`config.mk`:
```
export PLATFORM = sky130hd
export DESIGN_NAME = qspi_ram_responder
export DESIGN_NICKNAME = d
export VERILOG_FILES = /design/src/rtl/qspi_ram_responder_pkg.sv /design/src/rtl/qspi_ram_responder_pin_synchroniser.sv /design/src/rtl/qspi_ram_responder.sv
export SDC_FILE = /design/constraint.sdc
export NUM_CORES = 1
export LEC_CHECK = 0
export CAP_MARGIN = 20
export CORE_MARGIN = 2
export CORE_UTILIZATION = 45
export DETAILED_ROUTE_END_ITERATION = 6
export DONT_BUFFER_PORTS = 1
export GPL_TIMING_DRIVEN = 0
export HOLD_SLACK_MARGIN = 0.05
export PLACE_DENSITY = 0.58
export SLEW_MARGIN = 20
export SYNTH_ARGS = -nofsm -noshare
export SYNTH_HDL_FRONTEND = slang
export SYNTH_SLANG_ARGS = --single-unit
```
`constraint.sdc`:
```
create_clock -name clk -period 3.1 [get_ports clk]
set_clock_uncertainty 0.2 [all_clocks]
set_input_delay 0.775 -clock clk [delete_from_list [all_inputs] [get_ports clk]]
set_output_delay 0.775 -clock clk [all_outputs]
set_load 0.01 [all_outputs]
```
`src/rtl/qspi_ram_responder_pkg.sv`:
```
// Shared definitions for the SPI/dual-SPI RAM responder: command codes, FSM states, timing constants.
package qspi_ram_responder_pkg;

  localparam logic [7:0] CMD_READ      = 8'h03;
  localparam logic [7:0] CMD_WRITE     = 8'h02;
  localparam logic [7:0] CMD_DUAL_READ = 8'h3B;

  localparam int unsigned DUMMY_CYCLES        = 8;
  localparam int unsigned MIN_SCK_HALF_PERIOD = 6;
  localparam int unsigned COUNT_WIDTH         = 5;

  typedef enum logic [2:0] {
    IDLE, COMMAND, ADDRESS, DUMMY, READ, WRITE, IGNORE
  } state_e;

  typedef enum logic [1:0] {
    OP_READ, OP_WRITE, OP_DUAL_READ
  } op_e;

  function automatic logic [3:0] laneMask(input logic [1:0] lane);
    return 4'b0001 << lane;
  endfunction

endpackage

```
`src/rtl/qspi_ram_responder_pin_synchroniser.sv`:
```
// Two-flop synchronisers for csb/sck/io0 plus edge detection on the synchronised sck and csb.
module qspi_pin_synchroniser (
  input  logic clk,
  input  logic rst_n,
  input  logic csb,
  input  logic sck,
  input  logic io0,
  output logic sckRise,
  output logic sckFall,
  output logic csbActive,
  output logic csbStart,
  output logic csbEnd,
  output logic io0Sync
);

  logic [1:0] csbPipe;
  logic [1:0] sckPipe;
  logic [1:0] io0Pipe;
  logic       sckPrev;
  logic       csbPrev;

  // csb resets to the deselected level so reset release never looks like a select
  always_ff @(posedge clk or negedge rst_n) begin
    if (!rst_n) begin
      csbPipe <= 2'b11;
      sckPipe <= 2'b00;
      io0Pipe <= 2'b00;
      sckPrev <= 1'b0;
      csbPrev <= 1'b1;
    end else begin
      csbPipe <= {csbPipe[0], csb};
      sckPipe <= {sckPipe[0], sck};
      io0Pipe <= {io0Pipe[0], io0};
      sckPrev <= sckPipe[1];
      csbPrev <= csbPipe[1];
    end
  end

  assign sckRise   = sckPipe[1] & ~sckPrev;
  assign sckFall   = ~sckPipe[1] & sckPrev;
  assign csbActive = ~csbPipe[1];
  assign csbStart  = ~csbPipe[1] & csbPrev;
  assign csbEnd    = csbPipe[1] & ~csbPrev;
  assign io0Sync   = io0Pipe[1];

endmodule

```
`src/rtl/qspi_ram_responder.sv`:
```
// SPI RAM target serving byte reads/writes from a 32-bit word SRAM port; SCK is oversampled on clk.
// Define QSPI_RESPONDER_DUAL_READ_EN to add the 0x3B dual-output read command.
module qspi_ram_responder
  import qspi_ram_responder_pkg::*;
#(
  parameter int unsigned ADDRESS_SIZE      = 24,
  parameter int unsigned SRAM_ADDRESS_SIZE = 8
) (
  input  logic                         clk,
  input  logic                         rst_n,
  input  logic                         device_csb,
  input  logic                         device_sck,
  input  logic                         device_io0_read,
  output logic                         device_io0_write,
  output logic                         device_io0_we,
  input  logic                         device_io1_read,
  output logic                         device_io1_write,
  output logic                         device_io1_we,
  output logic                         sram_select,
  output logic                         sram_writeEnable,
  output logic [3:0]                   sram_writeMask,
  output logic [SRAM_ADDRESS_SIZE-1:0] sram_address,
  output logic [31:0]                  sram_dataWrite,
  input  logic [31:0]                  sram_dataRead,
  output logic                         busy
);

  logic sckRise, sckFall, csbActive, csbStart, csbEnd, io0Sync;

  qspi_pin_synchroniser u_sync (
    .clk      (clk),
    .rst_n    (rst_n),
    .csb      (device_csb),
    .sck      (device_sck),
    .io0      (device_io0_read),
    .sckRise  (sckRise),
    .sckFall  (sckFall),
    .csbActive(csbActive),
    .csbStart (csbStart),
    .csbEnd   (csbEnd),
    .io0Sync  (io0Sync)
  );

  state_e                  state;
  op_e                     op;
  logic [COUNT_WIDTH-1:0]  bitCount;
  logic [7:0]              cmdShift;
  logic [ADDRESS_SIZE-1:0] address;
  logic [7:0]              shiftReg;
  logic                    loadPending;
  logic [1:0]              loadLane;
  logic                    io1Write;
  logic                    io1We;

  logic [7:0]              cmdNext;
  logic [7:0]              byteNext;
  logic [7:0]              laneByte;
  logic [ADDRESS_SIZE-1:0] addressShifted;
  logic [ADDRESS_SIZE-1:0] addressInc;
  logic [ADDRESS_SIZE-1:0] readAddr;
  logic [COUNT_WIDTH-1:0]  bitCountInc;
  logic                    addrLast, dummyLast, byteLast;
  logic                    issueRead, issueWrite;

  assign cmdNext        = {cmdShift[6:0], io0Sync};
  assign byteNext       = {shiftReg[6:0], io0Sync};
  assign laneByte       = sram_dataRead[{loadLane, 3'b000} +: 8];
  assign addressShifted = {address[ADDRESS_SIZE-2:0], io0Sync};
  assign addressInc     = address + ADDRESS_SIZE'(1);
  assign bitCountInc    = bitCount + COUNT_WIDTH'(1);
  assign addrLast       = bitCount == COUNT_WIDTH'(ADDRESS_SIZE - 1);
  assign dummyLast      = bitCount == COUNT_WIDTH'(DUMMY_CYCLES - 1);
  assign byteLast       = bitCount == ((op == OP_DUAL_READ) ? COUNT_WIDTH'(3) : COUNT_WIDTH'(7));

  // One SRAM access per byte boundary; a read always fetches the byte about to be shifted out
  always_comb begin
    issueRead  = 1'b0;
    issueWrite = 1'b0;
    readAddr   = address;
    if (sckRise && !csbEnd) begin
      case (state)
        ADDRESS: begin
          issueRead = addrLast && (op == OP_READ);
          readAddr  = addressShifted;
        end
        DUMMY: issueRead = dummyLast;
        READ: begin
          issueRead = byteLast;
          readAddr  = addressInc;
        end
        WRITE:   issueWrite = bitCount == COUNT_WIDTH'(7);
        default: ;
      endcase
    end
  end

`ifdef QSPI_RESPONDER_DUAL_READ_EN
  logic io0Write;
  logic io0We;
`endif

  always_ff @(posedge clk or negedge rst_n) begin
    if (!rst_n) begin
      state            <= IDLE;
      op               <= OP_READ;
      bitCount         <= '0;
      cmdShift         <= '0;
      address          <= '0;
      shiftReg         <= '0;
      loadPending      <= 1'b0;
      loadLane         <= '0;
      io1Write         <= 1'b0;
      io1We            <= 1'b0;
      busy             <= 1'b0;
      sram_select      <= 1'b0;
      sram_writeEnable <= 1'b0;
      sram_writeMask   <= '0;
      sram_address     <= '0;
      sram_dataWrite   <= '0;
`ifdef QSPI_RESPONDER_DUAL_READ_EN
      io0Write         <= 1'b0;
      io0We            <= 1'b0;
`endif
    end else begin
      sram_select <= 1'b0;
      loadPending <= sram_select & ~sram_writeEnable;
      busy        <= csbActive;
      if (loadPending) shiftReg <= laneByte;

      if (issueRead) begin
        sram_select      <= 1'b1;
        sram_writeEnable <= 1'b0;
        sram_writeMask   <= '0;
        sram_address     <= readAddr[SRAM_ADDRESS_SIZE+1:2];
        loadLane         <= readAddr[1:0];
      end
      if (issueWrite) begin
        sram_select      <= 1'b1;
        sram_writeEnable <= 1'b1;
        sram_writeMask   <= laneMask(address[1:0]);
        sram_address     <= address[SRAM_ADDRESS_SIZE+1:2];
        sram_dataWrite   <= {4{byteNext}};
      end

      if (csbEnd) begin
        state    <= IDLE;
        bitCount <= '0;
        io1We    <= 1'b0;
        io1Write <= 1'b0;
`ifdef QSPI_RESPONDER_DUAL_READ_EN
        io0We    <= 1'b0;
        io0Write <= 1'b0;
`endif
      end else begin
        case (state)
          IDLE: if (csbStart) begin
            state    <= COMMAND;
            bitCount <= '0;
          end
          COMMAND: if (sckRise) begin
            cmdShift <= cmdNext;
            bitCount <= bitCountInc;
            if (bitCount == COUNT_WIDTH'(7)) begin
              bitCount <= '0;
              state    <= ADDRESS;
              case (cmdNext)
                CMD_READ:      op <= OP_READ;
                CMD_WRITE:     op <= OP_WRITE;
`ifdef QSPI_RESPONDER_DUAL_READ_EN
                CMD_DUAL_READ: op <= OP_DUAL_READ;
`endif
                default:       state <= IGNORE;
              endcase
            end
          end
          ADDRESS: if (sckRise) begin
            address  <= addressShifted;
            bitCount <= bitCountInc;
            if (addrLast) begin
              bitCount <= '0;
              case (op)
                OP_WRITE: state <= WRITE;
                OP_READ: begin
                  state <= READ;
                  io1We <= 1'b1;
                end
                default: state <= DUMMY;
              endcase
            end
          end
          DUMMY: if (sckRise) begin
            bitCount <= bitCountInc;
            if (dummyLast) begin
              bitCount <= '0;
              state    <= READ;
              io1We    <= 1'b1;
`ifdef QSPI_RESPONDER_DUAL_READ_EN
              io0We    <= 1'b1;
`endif
            end
          end
          READ: begin
            if (sckRise) begin
              bitCount <= bitCountInc;
              if (byteLast) begin
                bitCount <= '0;
                address  <= addressInc;
              end
            end
            if (sckFall) begin
`ifdef QSPI_RESPONDER_DUAL_READ_EN
              if (op == OP_DUAL_READ) begin
                io1Write <= shiftReg[7];
                io0Write <= shiftReg[6];
                shiftReg <= {shiftReg[5:0], 2'b00};
              end else
`endif
              begin
                io1Write <= shiftReg[7];
                shiftReg <= {shiftReg[6:0], 1'b0};
              end
            end
          end
          WRITE: if (sckRise) begin
            shiftReg <= byteNext;
            bitCount <= bitCountInc;
            if (bitCount == COUNT_WIDTH'(7)) begin
              bitCount <= '0;
              address  <= addressInc;
            end
          end
          default: ;
        endcase
      end
    end
  end

  assign device_io1_write = io1Write;
  assign device_io1_we    = io1We;
`ifdef QSPI_RESPONDER_DUAL_READ_EN
  assign device_io0_write = io0Write;
  assign device_io0_we    = io0We;
`else
  assign device_io0_write = 1'b0;
  assign device_io0_we    = 1'b0;
`endif

  // io1 is never sampled and aliased address bits never reach the SRAM
  logic unusedBits;
  assign unusedBits = ^{device_io1_read, cmdShift[7], readAddr[ADDRESS_SIZE-1:SRAM_ADDRESS_SIZE+2]};

endmodule
```
==> qor.yml, run 1 <==
firstDrtPassIters: 5
grt_pass1_vias: 3073
tightest_slew_ns: 0.924
clkTransAtPathRegs_ns: 0.07
vias: 3270
clockRootBuffer: "clkbuf_8"
dp_cells: 535
startpoint_type: "flip-flop"
yosysTopAreaCell: "dfrtp_1"
grt_start_max_net_pins: 68
cp.arrival_ns: 2.52
cts_tree: "yes"
post_cts_buffers: 0
layout-drive-gt1-share_pct: 18.2
drt_iter0_drc: 156
netlist_instances: 426
status: "complete, no violations"
p_sw_share_pct: 34.2
synth_area_per_cell_um2: 9.52
htree_levels: 3
yosysTopAreaCellShare_pct: 41.3
grt_usage_pct: 19.6
diodes: 0
power_leakage_nw: 1.92
setup_viol: 0
maxSlewViolCount: 0
hp-class: "primary input to async pin"
slowest_stage: "dfstp_2"
fmax_ghz: 0.396
p_seq_share_pct: 44.1
overflow: 0
async_flop_share_pct: 100
worstPathRequired_ns: 3.10
cp_max_fo: 10
ios: 89
grt-busiest-layer: "met2"
end_kind: "flip-flop"
pwr-share-comb_pct: 27.6
path_class: "flip-flop to flip-flop"
synthTopCellsByArea: "dfrtp_1 41%, buf_4 5.2%, nand2_1 4.8%"
finalCritPeriodShare_pct: 81.5
fin_crit_ns: 2.53
die_area_um2: 9790
ir_drop_mv: 0.310
finalHoldViolations: 0
wl_mm: 9.46
fp.dieH_um: 98.9
multi_input_area_um2: 1930
p_total_w: 0.00266
insertion_delay_ns: 0.34
layout-area-overhead-vs-synth_pct: 9.07
rsz0062_at_grt: "false"
syn_area_um2: 4060
synth_top_flop_cell: "dfrtp_1"
relSlewSlack_pct: 38.2
worstPathCellList: "inv_1 -> ha_1 -> clkbuf_1 -> nor2_1 -> nand2_1 -> a222oi_1 -> o21ai_0"
start_util_pct: 46.5
pwr-share-clk_pct: 28.3
critPathMaxStageDelay_ns: 0.51
antenna_found_initial: 0
cts_buffer_depth: 2
postRouteAntennaNets: 0
cts.sinks: 70
dp_hpwl_mm: 6.65
grt_use_met1_pct: 26.6
synth_edf_count: 0
grtUsageMet3_pct: 4.18
nets: 483
final_cells: 552
seq_area_um2: 1760
die_x_um: 98.9
power_per_cell_area_nw_per_um2: 602
ys_ff_latch: 70
drc_errors: 0
grt.met2_usage_pct: 30.6
finish.utilization_pct: 50.7
nFillCells: 797
intPower_w: 0.00175
power.net_switching_w: 0.000912
gp_congestion: 0.933
io_buffers: 0
num_rows: 34
tns_ns: 0
grt_pass1_wl_mm: 15.4
yosysWarningCount: 0
coreArea_um2: 8720
cts_made_buffers: 9
wire_per_inst_um: 17.1
yosysSeqAreaShare_pct: 43.3
routed_via_density: 5.92
drv_cap: 0
yosysUniqueCellTypes: 69
==> timing repair <==
item / CTS / global route
resized for setup: 0 / 0
hold buffers: 1 / 0
hold endpoints to repair: 67 / 0
==> logic make-up after synthesis <==
family          after synthesis  synth area share [%]
simple gates                155                  19.2
compound gates              101                  17.2
flops                        70                  43.3
buf+inv                      67                  9.29
mux                          24                  8.64
fa+ha+maj                     6                  1.85
xor+xnor                      2                 0.432
other cells                   1                0.0925
==> sequential cells by signal, indices dropped and copies added (netlist names) <==
name and count:
u_sync.sckPrev 1, op 1, shiftReg 8, u_sync.csbPipe 2, address 10, u_sync.sckPipe 2
loadPending 1, bitCount 5, sram_dataWrite 8, state 3, sram_writeEnable 1, device_io1_we 1
sram_address 8, device_io1_write 1, cmdShift 7, sram_writeMask 4, u_sync.csbPrev 1, sram_select 1
u_sync.io0Pipe 2, busy 1, loadLane 2
==> final timing paths <==
kind / start / endpoint / slack (ns) / cells after the start
max: u_sync.csbPrev / loadLane[1] / 0.57 / 7
min reg2reg: u_sync.io0Pipe[0] / u_sync.io0Pipe[1] / 0.15 / 0
max in group asynchronous: rst_n / sram_dataWrite[27] / 2.32 / 1
min: rst_n / u_sync.csbPipe[0] / 0.07 / 0
min in group clk: u_sync.io0Pipe[0] / u_sync.io0Pipe[1] / 0.15 / 0
max reg2reg: u_sync.csbPrev / loadLane[1] / 0.57 / 7
==> layout by cell type (no fill, tap or decap), types with 4 or more instances in the layout <==
| master | instances |
|---|---|
| dfrtp_1 | 67 |
| inv_1 | 11 |
| o22ai_1 | 5 |
| a21oi_1 | 23 |
| mux2_2 | 8 |
| o211ai_1 | 5 |
| nand3_1 | 9 |
| clkbuf_1 | 17 |
| nor4_1 | 6 |
| a221oi_1 | 5 |
| a31oi_1 | 6 |
| o21ai_0 | 16 |
| o31ai_1 | 6 |
| buf_2 | 8 |
| a22o_1 | 5 |
| nor3_1 | 6 |
| nor2_1 | 42 |
| mux2i_1 | 8 |
| nand2b_1 | 4 |
| clkbuf_8 | 11 |
| mux4_2 | 8 |
| ha_1 | 6 |
| buf_4 | 28 |
| nand2_1 | 52 |
==> cell usage after synthesis (3+ instances only) <==
master / number
dfrtp_1: 67
nand2_1: 52
nor2_1: 42
buf_4: 28
a21oi_1: 23
o21ai_0: 16
clkbuf_1: 15
inv_1: 11
nand3_1: 9
buf_2: 8
mux2_2: 8
mux2i_1: 8
mux4_2: 8
a31oi_1: 6
ha_1: 6
nor3_1: 6
nor4_1: 6
o31ai_1: 6
a221oi_1: 5
a22o_1: 5
o211ai_1: 5
o22ai_1: 5
nand2b_1: 4
a21o_1: 3
a22oi_1: 3
a32o_1: 3
and2_1: 3
dfstp_2: 3
nand4_1: 3
nor2b_1: 3
o21a_1: 3
o41ai_1: 3
or3_1: 3
==> metrics by stage <==
step                      hold slack [ns]  area (µm²)  setup WS [ns]
after floorplan                     0.131        4060          0.750
after global placement              0.135        4190          0.594
after detailed placement            0.140        4190          0.575
after CTS                          0.0550        4420          0.556
after global routing               0.0516        4420          0.391
final                              0.0704        4420          0.574
==> metal layers <==
metal | part of all wire (%) | vias to the layer above
li1 | - | 1542
met1 | 45 | 1589
met2 | 46 | 114
met3 | 5.7 | 25
met4 | 2.7 | 0
met5 | 0 | -
==> power by group through the flow <==
| stage | Combinational, W | Clock, W | Sequential (W) |
|---|---|---|---|
| 5_1_grt | 0.000823 | 0.000810 | 0.00119 |
| 2_1_floorplan | 0.000557 | 0 | 0.00115 |
| 3_5_place_dp | 0.000702 | 0 | 0.00119 |
| 3_3_place_gp | 0.000692 | 0 | 0.00118 |
| 6_report | 0.000734 | 0.000755 | 0.00117 |
| 4_1_cts | 0.000727 | 0.000777 | 0.00117 |
==> area by class of cell <==
cell class	instances	area share, %
Buffer	55	7.47
Sequential cell	70	39.7
Multi-Input combinational cell	290	43.6
Clock inverter	3	0.962
Timing Repair Buffer	1	0.622
Inverter	12	1.05
Clock buffer	13	3.59
Tap cell	108	3.06
==> worst max-delay path, delay by kind of cell (launching register included) <==
kind	cells	cell delay, ns
adder cells (fa/ha/maj)	1	0.21
flip-flops	1	0.51
buffers and inverters	2	0.28
AO/OA/AOI/OAI	2	0.44
AND/OR/NAND/NOR	2	0.73
Power figures use the tool's default switching activity.
==> inputs of run 2 (changes only) <==
PLACE_DENSITY = 0.6   (was 0.58)
clock period = 2.2 ns   (was 3.1 ns; I/O delays follow)
==> run 2 against run 1 <==
Effect of this change:
- the run now ends with negative hold slack, negative setup slack left
- via count grew 1.7%
- core utilization grew 4.8 points
- clock power grew 52%
- setup slack lost 0.71 ns
- hold slack lost 0.38 ns
- cell count grew 3.6%
- critical path type unchanged
- critical endpoint is now address[3]
- highest routed layer unchanged
==> qor.yml, run 2 (same netlist as run 1, synthesis figures left out) <==
clockRootBuffer: "clkbuf_8"
htree_levels: 3  # unchanged
finish.utilization_pct: 55.6  # +4.8 points
rsz0062_at_grt: "true"
grt_start_max_net_pins: 71  # +4.4%
firstDrtPassIters: 5  # unchanged
start_util_pct: 46.5  # unchanged
nFillCells: 789  # -1.0%
fp.dieH_um: 98.9  # unchanged
violations: "negative hold slack, negative setup slack"
tightest_slew_ns: 0.618  # -0.306 ns
pre_cts_slack_ns: -0.273  # -0.848 ns
diodes: 0  # unchanged
status: "finished, violations left"
drt_iter0_drc: 276  # +77%
cts_buffer_depth: 2  # unchanged
dp_hpwl_mm: 6.68  # +0.43%
ir_drop_mv: 0.682  # +120%
relSlewSlack_pct: 58.7  # +21 points
path_class: "flip-flop to flip-flop"
ios: 89  # unchanged
mostFrequentLayoutCells: "65 x dfrtp_1, 50 x nand2_1, 43 x buf_4, 38 x nor2_1, 19 x a21oi_1"
cp_max_fo: 4  # -6
routed_via_density: 5.81  # -1.8%
insertion_delay_ns: 0.35  # about the same
postRouteAntennaNets: 0  # unchanged
cts.sinks: 70  # unchanged
crit_family: "simple AND/OR/NAND/NOR gates"
slowest_stage: "dfstp_2"
largest_reg_flops: 10  # unchanged
num_rows: 34  # unchanged
gp_congestion: 0.896  # -3.9%
maxSlewViolCount: 0  # unchanged
drc_errors: 0  # unchanged
worstPathRequired_ns: 2.23  # -0.87 ns
wire_per_inst_um: 17.2  # +0.44%
setup_viol: 17  # +17
worst_slack_ns: -0.139  # -0.713 ns
tns_ns: -1.23  # -1.23 ns
power_per_cell_area_nw_per_um2: 818  # +36%
layout-area-overhead-vs-synth_pct: 19.5
cts_hold_buffers: 3  # +2
fmax_ghz: 0.427  # +8.0%
critPathBufInv: 3  # +1
regMostFlops: "address"
overflow: 0  # unchanged
vias: 3326  # +1.7%
grt_usage_pct: 20.8  # +1.1 points
layout-drive-gt1-share_pct: 29.3  # +11 points
coreArea_um2: 8720  # unchanged
grt_pass1_vias: 3242  # +5.5%
io_buffers: 0  # unchanged
cts_tree: "yes"
wl_mm: 9.85  # +4.1%
fin_crit_ns: 2.34  # -0.187 ns
power_leakage_nw: 2.11  # +10%
layout_commonest_cell: "dfrtp_1"
hold_slack_ns: -0.308  # -0.379 ns
cp-startpoint: "u_sync.csbPrev"
clkTransAtPathRegs_ns: 0.07  # about the same
cp.arrival_ns: 2.37  # -0.15 ns
finalCritPeriodShare_pct: 106  # +25 points
antenna_found_initial: 0  # unchanged
drv_cap: 0  # unchanged
cts_made_buffers: 9  # unchanged
hp-class: "primary input to async pin"
grt_pass1_wl_mm: 16.1  # +4.5%
reg2reg_from: "u_sync.csbPrev"
startpoint_type: "flip-flop"
end_kind: "flip-flop"
die_x_um: 98.9  # unchanged
finalHoldViolations: 70  # +70
nets: 503  # +4.1%
worstPathCellList: "inv_2 -> ha_4 -> or3b_4 -> or4_4 -> buf_4 -> buf_6 -> a21oi_2 -> a211oi_2"
p_total_w: 0.00396  # +49%
critPathMaxStageDelay_ns: 0.53  # +0.02 ns
die_area_um2: 9790  # unchanged
run 2: cell count changes in the layout (fill, tap and decap cells not counted), sizes merged:
| cell | change |
|---|---|
| buf | +20 |
| clkbuf | -4 |
| dlygate4sd3 | +3 |
| bufinv | +1 |
| clkinv | +1 |
| clkinvlp | -1 |
run 2: timing repair:
item                                    4_1_cts  5_1_grt
endpoints found under the setup margin       40       40
pin swaps                                     7       12
hold endpoints to repair                     73       70
setup buffers                                 9       12
gates cloned                                  0        1
resized for setup                            34       36
run 2: through the flow:
| stage | area, µm² | instances |
|---|---|---|
| floorplan | 4070 | 427 |
| global placement | 4210 | 535 |
| detailed placement | 4210 | 535 |
| CTS | 4650 | 561 |
| global route | 4840 | 572 |
| finish | 4840 | 572 |
run 2: cell type report:
cell class	instances	area, µm²	share of cell area [%]
clock buffers	12	145	3.00
well taps	108	135	2.79
clock inverters	4	70.1	1.45
multi-input cells	290	2090	43.1
plain buffers	51	339	7.00
flip-flops and latches	70	1760	36.3
repair buffers	25	260	5.37
inverters	12	48.8	1.01
run 2: worst paths after layout:
path,endpoint,depth (start not counted),slack (ns)
worst max-delay path,address[3],8,-0.14
worst min-delay path,u_sync.sckPipe[0],0,-0.31
worst max register to register,address[3],8,-0.14
worst min register to register,u_sync.io0Pipe[1],0,0.15
max in group asynchronous,u_sync.csbPrev,0,1.93
min in group clk,u_sync.io0Pipe[1],0,0.15
run 2: per-layer routing:
layer / GRT usage, % / part of all wire, % / vias up / wire length (µm)
met5: 0 / 0 / - / 0
met4: 8.32 / 1.8 / 0 / 178
met2: 33.6 / 49 / 121 / 4860
met3: 4.47 / 5.8 / 19 / 567
met1: 27.2 / 43 / 1609 / 4240
li1: - / - / 1577 / -
run 2: power by group:
part	switching, W	internal (W)	total (W)
Combinational	0.000666	0.000495	0.00116
Sequential	0.000178	0.00147	0.00165
Clock	0.000481	0.000667	0.00115
Total	0.00132	0.00264	0.00396
